## src/rtl/muldiv_unit.sv

```systemverilog
// Iterative 32-bit MULT/MULTU/DIV/DIVU engine: one shift-add or restoring-subtract step per cycle,
// producing HI/LO write data with a single-cycle write-enable pulse.
module muldiv_unit #(
  parameter int unsigned WIDTH = 32
) (
  input  logic             clk,
  input  logic             rst,
  input  logic             start,
  input  logic [1:0]       op,
  input  logic [WIDTH-1:0] rs_val,
  input  logic [WIDTH-1:0] rt_val,
  input  logic             cancel,
  output logic             busy,
  output logic [WIDTH-1:0] hi_out,
  output logic [WIDTH-1:0] lo_out,
  output logic             hilo_we
);

  localparam int unsigned CW = $clog2(WIDTH);

  typedef enum logic [1:0] {StIdle, StCalc, StFix, StDone} state_e;

  state_e             state_q, state_d;
  logic [CW-1:0]      count_q, count_d;
  logic               is_div_q, is_div_d;
  logic               neg_q, neg_d;
  logic               rs_neg_q, rs_neg_d;
  logic               rt_zero_q, rt_zero_d;
  logic [WIDTH-1:0]   rs_raw_q, rs_raw_d;
  logic [WIDTH-1:0]   m_q, m_d;
  logic [2*WIDTH-1:0] p_q, p_d;
  logic [WIDTH-1:0]   hi_q, hi_d, lo_q, lo_d;
  logic               we_q, we_d;

  logic               sgn;
  logic [WIDTH-1:0]   rs_abs, rt_abs;
  logic [WIDTH:0]     mul_sum;
  logic [WIDTH:0]     div_shift, div_diff;
  logic [2*WIDTH-1:0] mul_next, div_next, prod_fix;
  logic [WIDTH-1:0]   quot, rem;

  assign sgn    = ~op[0];
  assign rs_abs = (sgn && rs_val[WIDTH-1]) ? -rs_val : rs_val;
  assign rt_abs = (sgn && rt_val[WIDTH-1]) ? -rt_val : rt_val;

  // Multiply: p holds {partial product, remaining multiplier bits}, shifted right each step.
  assign mul_sum  = {1'b0, p_q[2*WIDTH-1:WIDTH]} + {1'b0, (p_q[0] ? m_q : {WIDTH{1'b0}})};
  assign mul_next = {mul_sum, p_q[WIDTH-1:1]};

  // Divide: p holds {remainder, dividend bits shifting out / quotient bits shifting in}.
  assign div_shift = {p_q[2*WIDTH-1:WIDTH], p_q[WIDTH-1]};
  assign div_diff  = div_shift - {1'b0, m_q};
  assign div_next  = div_diff[WIDTH] ? {div_shift[WIDTH-1:0], p_q[WIDTH-2:0], 1'b0}
                                     : {div_diff[WIDTH-1:0], p_q[WIDTH-2:0], 1'b1};

  assign prod_fix = neg_q ? -p_q : p_q;
  assign quot     = neg_q ? -p_q[WIDTH-1:0] : p_q[WIDTH-1:0];
  assign rem      = rs_neg_q ? -p_q[2*WIDTH-1:WIDTH] : p_q[2*WIDTH-1:WIDTH];

  always_comb begin
    state_d   = state_q;
    count_d   = count_q;
    is_div_d  = is_div_q;
    neg_d     = neg_q;
    rs_neg_d  = rs_neg_q;
    rt_zero_d = rt_zero_q;
    rs_raw_d  = rs_raw_q;
    m_d       = m_q;
    p_d       = p_q;
    hi_d      = hi_q;
    lo_d      = lo_q;
    we_d      = 1'b0;
    unique case (state_q)
      StIdle: begin
        if (start && !cancel) begin
          is_div_d  = op[1];
          neg_d     = sgn & (rs_val[WIDTH-1] ^ rt_val[WIDTH-1]);
          rs_neg_d  = sgn & rs_val[WIDTH-1];
          rt_zero_d = (rt_val == '0);
          rs_raw_d  = rs_val;
          m_d       = op[1] ? rt_abs : rs_abs;
          p_d       = {{WIDTH{1'b0}}, (op[1] ? rs_abs : rt_abs)};
          count_d   = '0;
          state_d   = StCalc;
        end
      end
      StCalc: begin
        p_d     = is_div_q ? div_next : mul_next;
        count_d = count_q + 1'b1;
        if (count_q == CW'(WIDTH - 1)) state_d = StFix;
      end
      StFix: begin
        if (!is_div_q) begin
          hi_d = prod_fix[2*WIDTH-1:WIDTH];
          lo_d = prod_fix[WIDTH-1:0];
        end else if (rt_zero_q) begin
          hi_d = rs_raw_q;
          lo_d = {WIDTH{1'b1}};
        end else begin
          hi_d = rem;
          lo_d = quot;
        end
        we_d    = 1'b1;
        state_d = StDone;
      end
      StDone: state_d = StIdle;
      default: state_d = StIdle;
    endcase
    // Flush wins over everything, including a pending FIX write.
    if (cancel) begin
      state_d = StIdle;
      we_d    = 1'b0;
      hi_d    = hi_q;
      lo_d    = lo_q;
    end
  end

  always_ff @(posedge clk or posedge rst) begin
    if (rst) begin
      state_q   <= StIdle;
      count_q   <= '0;
      is_div_q  <= 1'b0;
      neg_q     <= 1'b0;
      rs_neg_q  <= 1'b0;
      rt_zero_q <= 1'b0;
      rs_raw_q  <= '0;
      m_q       <= '0;
      p_q       <= '0;
      hi_q      <= '0;
      lo_q      <= '0;
      we_q      <= 1'b0;
    end else begin
      state_q   <= state_d;
      count_q   <= count_d;
      is_div_q  <= is_div_d;
      neg_q     <= neg_d;
      rs_neg_q  <= rs_neg_d;
      rt_zero_q <= rt_zero_d;
      rs_raw_q  <= rs_raw_d;
      m_q       <= m_d;
      p_q       <= p_d;
      hi_q      <= hi_d;
      lo_q      <= lo_d;
      we_q      <= we_d;
    end
  end

  assign busy    = (state_q != StIdle);
  assign hi_out  = hi_q;
  assign lo_out  = lo_q;
  assign hilo_we = we_q;

endmodule

```

## config.mk

```make
export PLATFORM = sky130hd
export DESIGN_NAME = muldiv_unit
export DESIGN_NICKNAME = d
export VERILOG_FILES = /design/src/rtl/muldiv_unit.sv
export SDC_FILE = /design/constraint.sdc
export NUM_CORES = 1
export LEC_CHECK = 0
export CAP_MARGIN = 40
export CORE_MARGIN = 2
export CORE_UTILIZATION = 25
export DETAILED_ROUTE_END_ITERATION = 10
export PLACE_DENSITY = 0.53
export SYNTH_ARGS = -nofsm -noshare
export SYNTH_HDL_FRONTEND = slang
export SYNTH_SLANG_ARGS = --single-unit
export TNS_END_PERCENT = 1
```

## constraint.sdc

```tcl
create_clock -name clk -period 19.5 [get_ports clk]
set_input_delay 3.9 -clock clk [delete_from_list [all_inputs] [get_ports clk]]
set_output_delay 3.9 -clock clk [all_outputs]
set_load 0.005 [all_outputs]
```

==> results.sh, run 1 <==
export IMPL_status="completed"
export IMPL_hold_violations=0
export IMPL_post_cts_resized=0
export IMPL_p_int_mw=1.940
export IMPL_cp_depth=11
export IMPL_async_flop_share_pct=100.0
export IMPL_clkTransAtPathRegs_ns=0.07
export IMPL_synth_mux_area_share_pct=6.851
export IMPL_rows=95
export IMPL_switching_share_pct=50.18
export IMPL_hp_class="flip-flop to flip-flop"
export IMPL_drive_above_1_share_pct=7.974
export IMPL_relSlewSlack_pct=29.85
export IMPL_die_h_um=263.5
export IMPL_powerDensity_nw_per_um2=196.1
export IMPL_cts_buffers=24
export IMPL_fp_dieW_um=263.5
export IMPL_synth_seq_cells=204
export IMPL_wl_um=60430
export IMPL_dp_hpwl_um=46010
export IMPL_synth_top_cell_by_area="dfrtp_1"
export IMPL_fin_util_pct=29.68
export IMPL_h_tree_depth=1
export IMPL_cts_setup_buffers=0
export IMPL_synthDistinctLibCells=78
export IMPL_irDropWorstVdd_mv=0.09366
export IMPL_yosysSeqAreaShare_pct=30.32
export IMPL_pwr_share_comb_pct=63.5
export IMPL_seqPwrFrac_pct=23.7
export IMPL_firstDrtPassIters=7
export IMPL_synth_simple_area_share_pct=17.89
export IMPL_rsz0062_at_grt="no"
export IMPL_synth_yosys_warnings=0
export IMPL_grt_max_degree=90
export IMPL_clock_latency_ns=0.55
export IMPL_synth_compound_area_share_pct=23.76
export IMPL_nets=2285
export IMPL_vias_per_cell=5.214
export IMPL_synthFlopType="dfrtp_1"
export IMPL_postCtsHoldBufs=0
export IMPL_grt_total_usage_pct=16.89
export IMPL_synth_cells=2093
export IMPL_initial_core_util_pct=25.16
export IMPL_crit_path_end_kind="flip-flop"
export IMPL_core_area_um2=66920
export IMPL_crit_type="input port to flip-flop"
export IMPL_port_buffers=135
export IMPL_p_leak_nw=8.193
export IMPL_start_kind="input port"
export IMPL_yosys_area_top_type_share_pct=30.32
export IMPL_tightest_slew_ns=1.041
export IMPL_p_clk_share_pct=12.8
export IMPL_overflow=0
export IMPL_rr_worst_depth=13
export IMPL_fmax_ghz=0.1495
export IMPL_worst_path_largest_cell_delay_ns=0.59
export IMPL_areaGrowthSynthToFinish_pct=17.95
export IMPL_critPathArrivalTime_ns=7.10
export IMPL_cts_tree="built"
export IMPL_cpLargestDelayFamily="simple AND/OR/NAND/NOR gates"
export IMPL_syn_nets=2238
export IMPL_critical_path_required_ns=19.91
export IMPL_crit_path_top_delay_cell="or4_1"
export IMPL_insertedDiodeCount=0
export IMPL_ios=136
export IMPL_cp_max_fo=5
export IMPL_synthAdderAreaFrac_pct=5.662
export IMPL_drc=0
export IMPL_vias=15800
export IMPL_antenna_found_initial=7
export IMPL_power_mw=3.894
export IMPL_synth_edff_count=0
export IMPL_min_period_ns=6.690
export IMPL_grt_pass1_vias=14850
export IMPL_die_area_um2=69450
export IMPL_p_sw_mw=1.954
export IMPL_synth_top_family_by_area="compound AO/OA/AOI/OAI gates"
export IMPL_min_path_cells=2
export IMPL_setup_violations=0
export IMPL_tns_ns=0
export IMPL_maxCapViolCount=0
export IMPL_synthXorXnorAreaFrac_pct=10.14
export IMPL_gp_congestion=0.9709
export IMPL_grt_pass1_wl_um=92340
export IMPL_clock_skew_ns=0.01393
export IMPL_drt_iter0_markers=1508
export IMPL_cts_root_buf="clkbuf_16"
export IMPL_synth_area_top_cells="dfrtp_1, a21oi_1, o21ai_0, xnor2_1, ha_1"
export IMPL_syn_avg_cell_area_um2=8.045
export IMPL_cts_sink_count=204
export IMPL_crit_buf_inv=2
export IMPL_wl_per_cell_um=19.94
export IMPL_period_share_pct=34.31
export IMPL_netlist_area_um2=16840
export IMPL_cp_cell_sequence="clkdlybuf4s50_1 -> or4_1 -> or3_1 -> nor3_1 -> buf_4 -> a31o_2 -> nand2_1 -> xnor2_1 -> nor2_1 -> a21oi_1 -> o21ai_0"
export IMPL_slew_viol_final=0
export IMPL_clk_path_buf_depth=3
export IMPL_ant_nets=0
[stage by stage]
step                setup slack, ns  cell area, um^2  hold slack [ns]  instances
global route                  12.61            19860           0.5007       3030
CTS                           12.85            19860           0.4785       3029
finish                        12.81            19860           0.4717       3030
detailed placement            12.28            19010           0.4644       2986
global placement              11.85            18810           0.4564       2974
floorplan                     10.03            16840           0.4453       2093
[layout make-up]
cell class,instances,area (um^2)
Clock inverter,10,152.6
Multi-Input combinational cell,1678,10870
Timing Repair Buffer,167,1690
Sequential cell,204,5111
Tap cell,873,1092
Clock buffer,33,695.7
Inverter,65,251.5
Fill cell,7094,47060
[power by group through the flow]
stage / sequential (mW) / combinational (mW) / clock, mW
global route: 0.952 / 2.72 / 0.525
global placement: 0.921 / 2.39 / 0
detailed placement: 0.927 / 2.43 / 0
floorplan: 0.751 / 1.80 / 0
finish: 0.924 / 2.47 / 0.498
CTS: 0.919 / 2.44 / 0.507
[cells in the mapped netlist (7+ instances only)]
master,instances
a211oi_1,33
a21o_1,31
a21oi_1,205
a22oi_1,17
a31oi_1,10
and2_1,9
and3_1,14
buf_1,17
buf_2,15
buf_4,12
clkbuf_1,95
dfrtp_1,204
ha_1,73
inv_1,65
mux2_2,58
mux2i_1,50
nand2_1,223
nand2b_1,21
nand3_1,21
nand3b_1,10
nor2_1,223
nor2b_1,14
nor3_1,33
nor4_1,12
o211ai_1,22
o21a_1,10
o21ai_0,202
o21ai_1,7
o21bai_1,9
o31ai_1,30
o41ai_1,16
or2_2,7
or3_1,13
or4_1,15
or4_4,7
xnor2_1,105
xor2_1,90
[metal layers]
layer	GRT usage [%]	vias up	routed length (um)
met5	0	-	27
met4	2.965	4	947
met3	2.554	60	4037
met2	26.37	494	26740
met1	24.73	7686	28680
li1	-	7554	-
[sequential cells by signal, summed over array words and instances (netlist names)]
name	count
lo_out	32
p_q	64
hilo_we	1
rs_neg_q	1
state_q	2
hi_out	32
m_q	32
rs_raw_q	32
neg_q	1
count_q	5
is_div_q	1
rt_zero_q	1
[worst reg2reg max path, delay by kind of cell (launching register included)]
family,cells,cell delay [ns]
compound gates,6,1.79
simple gates,2,0.37
buf+inv,2,0.77
fa+ha+maj,2,0.69
mux,1,0.47
flops,1,0.47
[path summary, 6_finish.rpt]
path	from	to	slack [ns]
setup / recovery	rs_val[15]	m_q[26]	12.81
hold / removal	hi_out[18]	hi_out[18]	0.47
setup reg to reg	p_q[31]	p_q[49]	14.81
hold reg to reg	hi_out[18]	hi_out[18]	0.47
max in group asynchronous	rst	p_q[43]	14.75
min in group asynchronous	rst	p_q[29]	3.74
[cell families (layout without fill, tap and decap cells)]
| kind of cell | count (synthesis) | in the layout |
|---|---|---|
| AOI/OAI and AO/OA | 654 | 654 |
| and+or+nand+nor | 646 | 646 |
| buffers and inverters | 211 | 275 |
| DFF | 204 | 204 |
| xor gates and xnor gates | 195 | 195 |
| muxes | 108 | 108 |
| adders and majority gates | 75 | 75 |
[placed cells by master, fill, tap and decap left out, types with 6 or more instances in the layout]
master / Yosys / routed
clkdlybuf4s50_1: 0 / 134
nand3_1: 21 / 21
ha_1: 73 / 72
a211oi_1: 33 / 33
a21o_1: 31 / 31
o21a_1: 10 / 10
or4_1: 15 / 15
and2_1: 9 / 9
nand2_1: 223 / 223
nor4_1: 12 / 12
o31ai_1: 30 / 30
nand4_1: 6 / 6
o21bai_1: 9 / 9
clkbuf_16: 0 / 25
nor2b_1: 14 / 14
a22oi_1: 17 / 17
o211ai_1: 22 / 22
nand2b_1: 21 / 20
nand3b_1: 10 / 10
mux2i_1: 50 / 50
nor2_1: 223 / 223
inv_1: 65 / 64
o21ai_1: 7 / 7
xnor2_1: 105 / 105
xor2_1: 90 / 90
or4_4: 7 / 7
nor3_1: 33 / 33
or2_2: 7 / 7
a21oi_1: 205 / 204
dfrtp_1: 204 / 201
o21ai_0: 202 / 201
or3_1: 13 / 13
a31oi_1: 10 / 10
mux2_2: 58 / 58
o41ai_1: 16 / 16
buf_4: 12 / 22
and3_1: 14 / 14
Note: power is estimated with default switching activity, not from simulation.
==> run 2: changes to the inputs <==
- clock period: 19.5 -> 6.6 ns (I/O delays scaled with it)
==> run 2 against run 1 <==
Net effect: combinational power grew to 3.0 times the previous value; highest routed layer is now met4; design area about the same; final cell count up 0.23%; clock power grew to 3.0 times the previous value; worst setup slack worse by 11 ns; critical path depth grew 2; sequential power rose to 2.9 times the previous value; die area unchanged; largest cell class unchanged; utilization barely moved; via count up 0.38%; clock skew rose by 0.0028 ns.
==> results.sh, run 2 (same netlist as run 1, synthesis figures left out) <==
export IMPL_status="completed"
export IMPL_rr_worst_depth=13
export IMPL_crit_path_end_kind="flip-flop"
export IMPL_maxCapViolCount=0
export IMPL_vias_per_cell=5.222
export IMPL_stdcell_count=3037
export IMPL_ant_nets=0
export IMPL_nets=2290
export IMPL_ios=136
export IMPL_clkTransAtPathRegs_ns=0.06
export IMPL_period_share_pct=69.61
export IMPL_reg2reg_from="p_q[0]"
export IMPL_gp_congestion=0.9040
export IMPL_path_common_cell="o21ai_0"
export IMPL_p_leak_nw=8.191
export IMPL_powerDensity_nw_per_um2=582.2
export IMPL_cts_sink_count=204
export IMPL_regMostFlops="p_q"
export IMPL_rsz0062_at_grt="no"
export IMPL_hp_class="flip-flop to flip-flop"
export IMPL_wl_per_cell_um=20.13
export IMPL_clk_path_buf_depth=3
export IMPL_cts_root_buf="clkbuf_16"
export IMPL_grt_pass1_wl_um=93320
export IMPL_crit_path_top_delay_cell="a2111oi_0"
export IMPL_irDropWorstVdd_mv=0.2398
export IMPL_h_tree_depth=1
export IMPL_core_area_um2=66920
export IMPL_grt_max_degree=118
export IMPL_cts_setup_buffers=0
export IMPL_wl_um=61140
export IMPL_min_from="hi_out[18]"
export IMPL_crit_type="flip-flop to flip-flop"
export IMPL_setup_violations=0
export IMPL_slew_viol_final=0
export IMPL_hold_violations=0
export IMPL_tightest_slew_ns=1.054
export IMPL_port_buffers=135
export IMPL_dp_hpwl_um=46610
export IMPL_die_h_um=263.5
export IMPL_clock_latency_ns=0.55
export IMPL_start_kind="flip-flop"
export IMPL_grt_pass1_vias=15050
export IMPL_die_area_um2=69450
export IMPL_largest_reg_flops=64
export IMPL_areaGrowthSynthToFinish_pct=17.92
export IMPL_min_period_ns=4.594
export IMPL_min_path_cells=2
export IMPL_fmax_ghz=0.2177
export IMPL_critical_path_required_ns=7.00
export IMPL_grt_total_usage_pct=17.09
export IMPL_cp_max_fo=31
export IMPL_vias=15860
export IMPL_cts_tree="built"
export IMPL_clock_skew_ns=0.01672
export IMPL_critPathArrivalTime_ns=5.00
export IMPL_post_cts_resized=0
export IMPL_drive_above_1_share_pct=8.183
export IMPL_cts_buffers=25
export IMPL_crit_start="p_q[0]"
export IMPL_drt_iter0_markers=1350
export IMPL_fp_dieW_um=263.5
export IMPL_postCtsHoldBufs=0
export IMPL_worst_path_largest_cell_delay_ns=0.52
export IMPL_tns_ns=0
export IMPL_dp_cells=2990
export IMPL_initial_core_util_pct=25.16
export IMPL_rows=95
export IMPL_antenna_found_initial=3
export IMPL_final_cell_mix="nand2_1, nor2_1, a21oi_1"
export IMPL_drc=0
export IMPL_relSlewSlack_pct=29.10
export IMPL_firstDrtPassIters=5
export IMPL_cp_cell_sequence="inv_1 -> buf_4 -> nor2_1 -> ha_1 -> o21ai_0 -> o21ai_0 -> nand3_1 -> a211oi_1 -> o21ai_0 -> a31oi_1 -> a211oi_1 -> a2111oi_0 -> o31ai_1"
export IMPL_overflow=0
==> run 2: power by group <==
part	internal, mW	switching, mW
sequential	1.83	0.862
clock	0.880	0.592
combinational	3.04	4.36
==> run 2: final timing paths <==
check	to	slack, ns
hold reg to reg	hi_out[18]	0.48
min in group asynchronous	hilo_we	1.21
setup / recovery	p_q[62]	2.01
setup reg to reg	p_q[62]	2.01
max in group asynchronous	is_div_q	4.31
hold / removal	hi_out[18]	0.48
==> run 2: cell type report <==
type / count / area [um^2]
Antenna cell: 1 / 2.502
Clock buffer: 36 / 726.9
Clock inverter: 9 / 128.9
Fill cell: 7108 / 47060
Inverter: 65 / 247.7
Multi-Input combinational cell: 1678 / 10870
Sequential cell: 204 / 5111
Tap cell: 873 / 1092
Timing Repair Buffer: 171 / 1679
==> run 2: per-layer routing <==
layer	track usage, %	up-vias	share of wire (%)
li1	-	7560	-
met1	24.86	7789	48
met2	26.53	446	44
met3	2.806	63	6.3
met5	0	-	0
met4	3.320	0	1.8
==> run 2: metrics by stage <==
stage	power (mW)	util (%)	hold slack [ns]	area, um^2	setup WS [ns]
finish	11.56	29.67	0.4765	19860	2.006
global route	12.45	29.67	0.5030	19850	1.694
CTS	11.52	29.66	0.4851	19850	2.195
detailed placement	10.00	28.38	0.4712	18990	2.043
global placement	9.866	28.21	0.4563	18880	2.028
floorplan	7.528	-	0.4453	16840	2.636
==> run 2: critical path: cells and delay by family (launching register included) <==
kind | cells | cell delay [ns]
compound gates | 8 | 2.54
fa+ha+maj | 1 | 0.36
buf+inv | 2 | 0.71
flops | 1 | 0.46
simple gates | 2 | 0.35
==> run 3: changes to the inputs <==
- clock period: 6.6 -> 4.7 ns (I/O delays scaled with it)
==> run 3 against run 2 <==
Net effect: critical path depth down 4; clock skew up 0.0017 ns; sequential share of layout area down 0.32 points; via count up 1.5%; non-clock buffer count up 23; sequential power up 37%; register-to-register slack worse by 1.3 ns; clock power up 49%; wire length up 1.1%; first-iteration DRC count up 9.0%; hold slack better by 0.0029 ns; die area unchanged; largest power group unchanged.
==> results.sh, run 3 (same netlist as run 1, synthesis figures left out) <==
export IMPL_status="completed"
export IMPL_critPathArrivalTime_ns=4.42
export IMPL_largest_reg_flops=64
export IMPL_regMostFlops="p_q"
export IMPL_min_period_ns=4.011
export IMPL_place_ws_ns=0.5335
export IMPL_ios=136
export IMPL_grt_pass1_vias=15410
export IMPL_clock_skew_ns=0.01840
export IMPL_critical_path_required_ns=5.11
export IMPL_die_area_um2=69450
export IMPL_grt_pass1_wl_um=94250
export IMPL_rows=95
export IMPL_worst_path_largest_cell_delay_ns=0.73
export IMPL_clkTransAtPathRegs_ns=0.06
export IMPL_overflow=0
export IMPL_cts_sink_count=204
export IMPL_insertedDiodeCount=0
export IMPL_setup_violations=0
export IMPL_post_cts_resized=0
export IMPL_fin_util_pct=30.04
export IMPL_start_kind="flip-flop"
export IMPL_p_leak_nw=8.340
export IMPL_fin_ws_ns=0.6892
export IMPL_power_mw=16.59
export IMPL_drc=0
export IMPL_slew_viol_final=0
export IMPL_clock_latency_ns=0.56
export IMPL_relSlewSlack_pct=42.00
export IMPL_h_tree_depth=1
export IMPL_grt_total_usage_pct=17.27
export IMPL_cp_cell_sequence="or4_4 -> or4_4 -> nor4_4 -> nand4b_4 -> o21ai_0 -> xor2_1 -> nor2_1 -> a21oi_1 -> o21ai_0"
export IMPL_crit_type="flip-flop to flip-flop"
export IMPL_finalInstanceArea_um2=20100
export IMPL_die_h_um=263.5
export IMPL_cts_root_buf="clkbuf_16"
export IMPL_gp_congestion=0.9100
export IMPL_cts_buffers=26
export IMPL_rsz0062_at_grt="no"
export IMPL_maxCapViolCount=0
export IMPL_crit_buf_inv=0
export IMPL_cts_setup_buffers=0
export IMPL_vias_per_cell=5.258
export IMPL_crit_path_top_delay_cell="o21ai_0"
export IMPL_hp_class="flip-flop to flip-flop"
export IMPL_period_share_pct=85.34
export IMPL_dp_hpwl_um=47710
export IMPL_postCtsHoldBufs=0
export IMPL_fmax_ghz=0.2493
export IMPL_crit_path_end_kind="flip-flop"
export IMPL_ant_nets=0
export IMPL_cpLargestDelayFamily="simple AND/OR/NAND/NOR gates"
export IMPL_hold_violations=0
export IMPL_grt_max_degree=71
export IMPL_antenna_found_initial=4
export IMPL_tns_ns=0
export IMPL_nets=2314
export IMPL_wl_per_cell_um=20.20
export IMPL_drt_iter0_markers=1472
export IMPL_firstDrtPassIters=6
export IMPL_placed_area_um2=19180
export IMPL_cp_max_fo=11
export IMPL_clk_path_buf_depth=3
export IMPL_port_buffers=135
export IMPL_tightest_slew_ns=0.8609
export IMPL_initial_core_util_pct=25.16
export IMPL_powerDensity_nw_per_um2=825.1
export IMPL_final_cell_mix="nand2_1, nor2_1, a21oi_1"
export IMPL_vias=16090
export IMPL_drive_above_1_share_pct=9.236
export IMPL_cts_tree="built"
export IMPL_core_area_um2=66920
export IMPL_fp_dieW_um=263.5
export IMPL_irDropWorstVdd_mv=0.4218
export IMPL_areaGrowthSynthToFinish_pct=19.39
export IMPL_wl_um=61820
## run 3: changes by cell type in the layout (fill, tap and decap cells not counted), sizes merged
cell      before  now
bufinv         3    4
inv           65   64
clkinv         3    4
clkinvlp       3    2
clkbuf        36   37
diode          1    0
buf           37   60
## run 3: final cells by class
cell class              count  area [um^2]
clock buffers              37        773.2
clock inverters             9        147.6
fillers                  7137        46820
inverters                  65        247.7
multi-input cells        1678        10870
flip-flops and latches    204         5111
well taps                 873         1092
repair buffers            194         1864
## run 3: power by group
group | internal [mW] | total, mW | switching (mW)
Combinational | 4.43 | 10.7 | 6.28
Sequential | 2.57 | 3.69 | 1.12
Clock | 1.35 | 2.19 | 0.832
## run 3: worst paths after layout
path | from | endpoint | slack [ns] | cells past startpoint
worst min-delay path | hi_out[30] | hi_out[30] | 0.48 | 2
min in group asynchronous | rst | neg_q | 0.67 | 2
worst max-delay path | p_q[16] | hi_out[9] | 0.69 | 9
worst max register to register | p_q[16] | hi_out[9] | 0.69 | 9
max in group asynchronous | rst | p_q[36] | 3.14 | 4
worst min register to register | hi_out[30] | hi_out[30] | 0.48 | 2
## run 3: layer usage
| metal | routed length [um] | GRT usage (%) |
|---|---|---|
| met5 | 13 | 0 |
| met4 | 1406 | 4.031 |
| met3 | 3883 | 2.703 |
| met2 | 27520 | 27.13 |
| met1 | 28990 | 24.70 |
## run 3: tightest hold or removal path, delay by kind of cell, from the launching register on
| family | cells | cell delay [ns] |
|---|---|---|
| simple gates | 1 | 0.05 |
| flops | 1 | 0.34 |
| compound gates | 1 | 0.06 |
## run 3: metrics by stage
step	std cells	hold slack [ns]
floorplan	2093	0.4453
global placement	3011	0.4558
detailed placement	3014	0.4710
CTS	3060	0.4836
global route	3060	0.5036
finish	3060	0.4794
